[config.mk]
export PLATFORM = sky130hd
export DESIGN_NAME = bcd_upcount_cascade_flat
export DESIGN_NICKNAME = d
export VERILOG_FILES = /design/src/rtl/bcd_upcount_cascade_if.sv /design/src/rtl/bcd_upcount_cascade.sv /design/src/flat_wrapper.sv
export SDC_FILE = /design/constraint.sdc
export NUM_CORES = 1
export LEC_CHECK = 0
export ABC_CLOCK_PERIOD_IN_PS = 2000
export CAP_MARGIN = 20
export CORE_MARGIN = 4
export CORE_UTILIZATION = 34
export DETAILED_ROUTE_END_ITERATION = 16
export MAX_ROUTING_LAYER = met4
export PLACE_DENSITY = 0.67
export SLEW_MARGIN = 25
export SYNTH_ARGS = -nofsm -noshare
export SYNTH_HDL_FRONTEND = slang
export SYNTH_SLANG_ARGS = --single-unit
[constraint.sdc]
create_clock -name clk -period 2 [get_ports clk]
set_input_delay 0.6 -clock clk [delete_from_list [all_inputs] [get_ports clk]]
set_output_delay 0.6 -clock clk [all_outputs]
set_load 0.02 [all_outputs]
[src/rtl/bcd_upcount_cascade_if.sv]
// Bus bundle for the cascadable BCD up-counter: control/load inputs and count/status outputs.
// The testbench or upstream logic uses the master side; the counter uses the slave side.
interface bcd_upcount_cascade_if #(
  parameter int DIGITS = 4
);
  logic                  en;
  logic                  ci;
  logic                  ld;
  logic [4*DIGITS-1:0]   d;
  logic [4*DIGITS-1:0]   q;
  logic                  co;
  logic                  tc;
  logic                  err;

  modport master (
    output en, ci, ld, d,
    input  q, co, tc, err
  );

  modport slave (
    input  en, ci, ld, d,
    output q, co, tc, err
  );
endinterface

[src/rtl/bcd_upcount_cascade.sv]
// Cascadable multi-digit BCD up-counter with synchronous reset, validated parallel load,
// registered wrap pulse (co), registered load-rejected pulse (err) and a combinational
// terminal count (tc) that can feed the ci of a downstream stage.
module bcd_upcount_cascade #(
  parameter int DIGITS = 4
) (
  input logic                  clk,
  input logic                  mr,
  bcd_upcount_cascade_if.slave bus
);
  localparam int W = 4 * DIGITS;

  logic [W-1:0] count_q;
  logic [W-1:0] count_inc;
  logic         carry;
  logic         all_nines;
  logic         load_ok;
  logic         co_q;
  logic         err_q;

  // Decimal increment with ripple carry, all-9s detection and per-digit validity of the load value.
  always_comb begin
    count_inc = count_q;
    carry     = 1'b1;
    all_nines = 1'b1;
    load_ok   = 1'b1;
    for (int i = 0; i < DIGITS; i++) begin
      if (count_q[4*i +: 4] != 4'd9) begin
        all_nines = 1'b0;
      end
      if (bus.d[4*i +: 4] > 4'd9) begin
        load_ok = 1'b0;
      end
      if (carry) begin
        if (count_q[4*i +: 4] == 4'd9) begin
          count_inc[4*i +: 4] = 4'd0;
        end else begin
          count_inc[4*i +: 4] = count_q[4*i +: 4] + 4'd1;
          carry               = 1'b0;
        end
      end
    end
  end

  // State update with priority reset, then load (valid or rejected), then count, then hold.
  always_ff @(posedge clk) begin
    if (mr) begin
      count_q <= '0;
      co_q    <= 1'b0;
      err_q   <= 1'b0;
    end else if (bus.ld) begin
      if (load_ok) begin
        count_q <= bus.d;
      end
      co_q  <= 1'b0;
      err_q <= ~load_ok;
    end else if (bus.en && bus.ci) begin
      count_q <= count_inc;
      co_q    <= all_nines;
      err_q   <= 1'b0;
    end else begin
      co_q  <= 1'b0;
      err_q <= 1'b0;
    end
  end

  assign bus.q   = count_q;
  assign bus.co  = co_q;
  assign bus.err = err_q;
  assign bus.tc  = all_nines & bus.en & bus.ci;
endmodule

[src/flat_wrapper.sv]
// flat-port wrapper written by rule: the top's interface ports become plain ports
module bcd_upcount_cascade_flat 
#(
  parameter int DIGITS = 4
)
  (clk, mr, bus_en, bus_ci, bus_ld, bus_d, bus_q, bus_co, bus_tc, bus_err);
  bcd_upcount_cascade_if #(.DIGITS(DIGITS)) bus_i ();
  input logic clk;
  input logic mr;
  input wire logic [$bits(bus_i.en)-1:0] bus_en;
  input wire logic [$bits(bus_i.ci)-1:0] bus_ci;
  input wire logic [$bits(bus_i.ld)-1:0] bus_ld;
  input wire logic [$bits(bus_i.d)-1:0] bus_d;
  output wire logic [$bits(bus_i.q)-1:0] bus_q;
  output wire logic [$bits(bus_i.co)-1:0] bus_co;
  output wire logic [$bits(bus_i.tc)-1:0] bus_tc;
  output wire logic [$bits(bus_i.err)-1:0] bus_err;
  assign bus_i.en = bus_en;
  assign bus_i.ci = bus_ci;
  assign bus_i.ld = bus_ld;
  assign bus_i.d = bus_d;
  assign bus_q = bus_i.q;
  assign bus_co = bus_i.co;
  assign bus_tc = bus_i.tc;
  assign bus_err = bus_i.err;
  bcd_upcount_cascade #(.DIGITS(DIGITS)) u_core (.clk(clk), .mr(mr), .bus(bus_i));
endmodule
### Word level (Yosys, flattened, before mapping)

Index checks and enable logic that the tools add are counted.

* output and inout port bits: 19
* word-level logic and storage cells: 62
* input bits: 21
* register bits: 18

* reductions and logical operators: 11
* order comparisons: 4
* multiplexer cells: 23
* equality and inequality tests: 9
* add/subtract/negate cells: 4
* bitwise logic cells: 5

Operator list (number)
* 16-bit 2-to-1 mux: 3
* 4-bit 2-to-1 mux: 7
* 4-bit by 1-bit adder with 4-bit output (second input constant): 4
* 4-bit == test (second input constant): 4
* 4-bit greater-than comparator (second input constant): 4
* 4-bit inequality test (second input constant): 4
* 1-bit 2-to-1 mux: 13
* 3-bit AND reduction: 3
* 2-bit nonzero test: 4
* 1-bit NOT: 3
* 3-bit OR reduction: 1
* 1-bit bitwise AND: 2
* 2-bit by 1-bit inequality test with 1-bit output (second input constant): 1
* 2-bit AND reduction: 1
* 2-bit OR reduction: 1
* 1-bit logical AND: 1

### Logic depth before layout (Yosys ltp)

* depth in word-level cells: 7
* mapped depth: 7

### Worst setup path before layout

No wires, ideal clock.

* path type: register -> output
* start point: reg u_core.count_q[12], in the netlist u_core.bus.q[12]
* end point: out bus_tc
* path slack: 0.109 ns
* cell stages (with the launch flop): 6
* data arrival time: 1.291 ns
* cells stage by stage: dfxtp_1 > clkbuf_1 > nand2_1 > nor3_1 > nand3_1 > nor2_1

* longest elaborated chain between the ends: 4

Ends and longest elaborated chain
* start, declared: RTL line bcd_upcount_cascade.sv:13 `logic [W-1:0] count_q;`
* start signal, assigned: RTL line bcd_upcount_cascade.sv:53 `count_q <= bus.d;`
* start signal, assigned: RTL line bcd_upcount_cascade.sv:58 `count_q <= count_inc;`
* 4-bit inequality test: RTL line bcd_upcount_cascade.sv:28 `if (count_q[4*i +: 4] != 4'd9) begin`
* 1-bit 2-to-1 mux: RTL line bcd_upcount_cascade.sv:28
* 1-bit bitwise AND (2 in series): RTL line bcd_upcount_cascade.sv:70 `assign bus.tc = all_nines & bus.en & bus.ci;`
* end, declared: RTL line flat_wrapper.sv:16 `output wire logic [$bits(bus_i.tc)-1:0] bus_tc;`

Every way passes these cells.

### Worst setup path in the final report

* start point: reg u_core.count_q[2], in the netlist u_core.bus.q[2]
* end point: out bus_tc

* longest elaborated chain between the ends: 7

Ends and longest elaborated chain (RTL line)
* 4-bit inequality test: bcd_upcount_cascade.sv:28
* 1-bit 2-to-1 mux (4 in series): bcd_upcount_cascade.sv:28
* 1-bit bitwise AND (2 in series): bcd_upcount_cascade.sv:70

Every way passes these cells.

==> summary.md <==
| Metric | Value |
|---|---|
| Result of the run | finished, final reports clean |
| Endpoint required time on the critical path | 1.40 ns |
| Leak pwr | between 0.9 and 1 nW |
| Number of cells on the worst reg-to-reg path | 7 |
| Number of warnings reported in the yosys synthesis log | 0 |
| Ys async rst share | 0% |
| Ratio of cells with drive above 1 in the final layout | 32.3% |
| Post-Route Skew | 0.00468 ns |
| Filler Cell Count | 318 |
| Net Sw Frac | approximately 29% |
| Top fanout value on the critical path | 2 |
| Portion of the post-synthesis area used by sequential elements | a little under a third |
| Largest net degree at the start of global routing | 20 |
| Vias in the first global route | roughly 1500 |
| Die outline width | 67.1 um |
| Headroom to the max-slew limit | 79.9% |
| Post-synth net total | 175 |
| Height of the die | 67.1 um |
| Post-synthesis sequential element count | 18 |
| Detailed-placement wirelength estimate | approximately 2900 um |
| Hold slack | 0.580 ns |
| Number of remaining DRC errors | 0 |
| Critical register-to-register path endpoint | u_core.bus.q[5]$_SDFFE_PP0P_ |
| H-tree level count | 1 |
| Critical path class | flop to output pin |
| Min-delay src | u_core.bus.q[14]$_SDFFE_PP0P_ |
| Share of total power in sequential cells | around 44% |
| Worst hold path stage count | 3 |
| Syn Std Cell Area | 0.00119 mm^2 |
| Crit path DAT | 1.34 ns |
| Worst R2R Setup Slack | approximately 0.43 ns |
| Site Rows | 21 |
| Pin slew with the least headroom to its limit | 0.299 ns |
| CTS Buf Count | 3 |
| CORE AREA | 0.00336 mm^2 |
| Die Outline Area | 0.00450 mm^2 |
| Avg Vias per Cell | 5.25 |
| Cell-internal power | 606 uW |
| Count of antenna diodes in the layout | 0 |
| Post-synthesis instance total | 154 |
| Combinational power share | 28.2% |
| Critical Path, Cell by Cell | and4bb_4 -> nand3_2 -> nor2_2 -> buf_4 |
| Final ANT Viol Nets | 0 |
| Source-to-sink clock delay at the later pin of the worst-skew pair | around 0.3 ns |
| Total count of max-transition violations in the final report | 0 |
| Post-CTS clock slew at the launch and capture registers of the worst setup and hold paths | 0.12 ns |
| CP Launch Type | flop |
| Hold Violations, Final | 0 |
| First-pass GRT wire length | 6240 um |
| Number of nets in the layout | ~260 |
| Most frequent standard cell in the layout excluding fill and tap cells | sky130_fd_sc_hd__buf_4 |
| GR Overflow Total | 0 |
| Kind of path behind the tightest hold check | flop to flop |
| Top FF cell, synth | sky130_fd_sc_hd__dfxtp_1 |
| Synthesized area divided by synthesized cell count | 7.71 um^2 |
| Detailed-route via count | 1476 |
| Critical path's largest stage delay | around 0.34 ns |
| First-pass DRT Iterations | 4 |
| Crit-path slowest cell | sky130_fd_sc_hd__dfxtp_2 |
| Finished layout cell area | approximately 0.0020 mm^2 |
| Worst Slack Setup Final | between 0.05 and 0.06 ns |
| R2R Path Start | u_core.bus.q[2]$_SDFFE_PP0P_ |
| Top library cells by usage in the layout, fill and taps aside | sky130_fd_sc_hd__buf_4 (49), sky130_fd_sc_hd__clkdlybuf4s50_1 (18), sky130_fd_sc_hd__dfxtp_1 (16) |
| IR drop worst, VDD | 0.240 mV |
| Total wirelength of the detailed-routed design | 3920 um |
| Placed standard-cell area | 0.00191 mm^2 |
| Portion of the clock cycle consumed by the worst path in the final layout | 97.1% |
| Post-layout minimum cycle time | slightly below 2 ns |
| Final setup violating endpoints | 0 |
| Effective utilization at floorplan | 35.3% |
| Post-synth EDFFs | 0 |
| Root buffer cell | sky130_fd_sc_hd__clkbuf_4 |
| Nature of the critical path endpoint | output pin |
| Power per unit of standard cell area | 420 mW/mm^2 |
| Layout overhead on the synthesized area | 72.0% |
| WHS Endpoint | u_core.bus.co$_SDFF_PP0_ |
| Clk pwr share | around 28% |
| Switching pwr | 251 uW |
| Number of violations reported at the end of detailed-routing iteration 0 | 70 |
| Maximum count of clock buffers along a single path | 2 |
| Overall global routing resource usage | 18.0% |
| IO Pins | 40 |
| CTS Sinks | 18 |
| Netlist cell types | 43 |
| Overall power consumption | between 800 and 900 uW |
| Drt wl/cell | 14.0 um |
| Cts-stage hold buffer count | 0 |
| Worst setup timing slack at the placement stage | -0.498 ns |
| Antenna violations before repair | 0 |
| TritonCTS clock tree | yes |
| Max-cap violation count | 0 |
| Global placement routability congestion | 0.871 |
| I/O Buffers | 39 |
| Maximum achievable frequency | around 510 MHz |
cell type report:
type,count,area (um^2),area share (%)
timing repair buffer,87,753,36.9
tap,46,57.6,2.82
clock buffer,4,36.3,1.78
sequential,18,363,17.8
inverter,3,11.3,0.551
multi-input combinational,123,821,40.2
power by group through the flow:
stage	registers, mW	clock network, mW	logic, mW
floorplan	0.407	0	0.0826
global placement	0.384	0	0.229
detailed placement	0.385	0	0.234
CTS	0.377	0.245	0.230
global route	0.378	0.261	0.260
finish	0.377	0.239	0.242
metrics by stage:
stage | utilization [%] | setup TNS, ns | instances
5_1_grt | 60.7 | -0.0584 | 281
2_1_floorplan | - | 0 | 154
3_5_place_dp | 56.7 | -4.77 | 271
4_1_cts | 57.4 | -0.0443 | 275
3_3_place_gp | 56.7 | -4.51 | 271
6_report | 60.7 | 0 | 281
routing by layer:
metal,routed length [um],global-route usage [%]
met1,1800,20.7
met2,1910,32.0
met3,167,2.19
met4,46,6.08
met5,0,-
kinds of logic (layout without fill, tap and decap cells):
group,Yosys count,in the layout,share of synthesized area [%]
mux,5,5,4.32
buf+inv,13,94,4.64
flops,18,18,30.3
compound gates,45,45,25.7
simple gates,68,68,31.3
xor+xnor,5,5,3.69
state kept, by name, indices dropped and copies added (netlist names):
name,cells
u_core.bus.co,1
u_core.bus.err,1
u_core.bus.q,16
worst max path at each step:
stage / from / end / slack [ns] / depth (start not counted)
6_report: u_core.bus.q[2]$_SDFFE_PP0P_ / bus_tc / 0.06 / 4
5_1_grt: bus_d[13] / u_core.bus.q[6]$_SDFFE_PP0P_ / -0.05 / 7
4_1_cts: bus_en / bus_tc / -0.04 / 4
3_5_place_dp: bus_en / bus_tc / -0.50 / 4
3_3_place_gp: bus_en / bus_tc / -0.49 / 4
2_1_floorplan: u_core.bus.q[12]$_SDFFE_PP0P_ / bus_tc / 0.11 / 5
worst max-delay path: cells and delay by family, from the launching register on:
family	cells	cell delay, ns
buffers and inverters	1	0.15
AND/OR/NAND/NOR	3	0.54
flip-flops	1	0.34
timing repair:
item,4_1_cts,5_1_grt
pin swaps,0,8
setup endpoints to repair,15,17
resized for setup,19,24
setup buffers,0,6
cells in the mapped netlist (all sizes together) (3+ instances only):
library cell / number / area (um^2)
buf: 5 / 25.0
xor2: 4 / 35.0
nand3: 12 / 72.6
nor2b: 6 / 37.5
nor2: 15 / 58.8
nand2: 14 / 55.1
o21ai: 13 / 68.8
dfxtp: 18 / 360
nor3: 10 / 50.1
clkbuf: 5 / 18.8
o22ai: 3 / 18.8
and4bb: 3 / 41.3
a21oi: 13 / 65.1
mux2i: 4 / 40.0
inv: 3 / 11.3
Note: power is estimated with default switching activity, not from simulation.
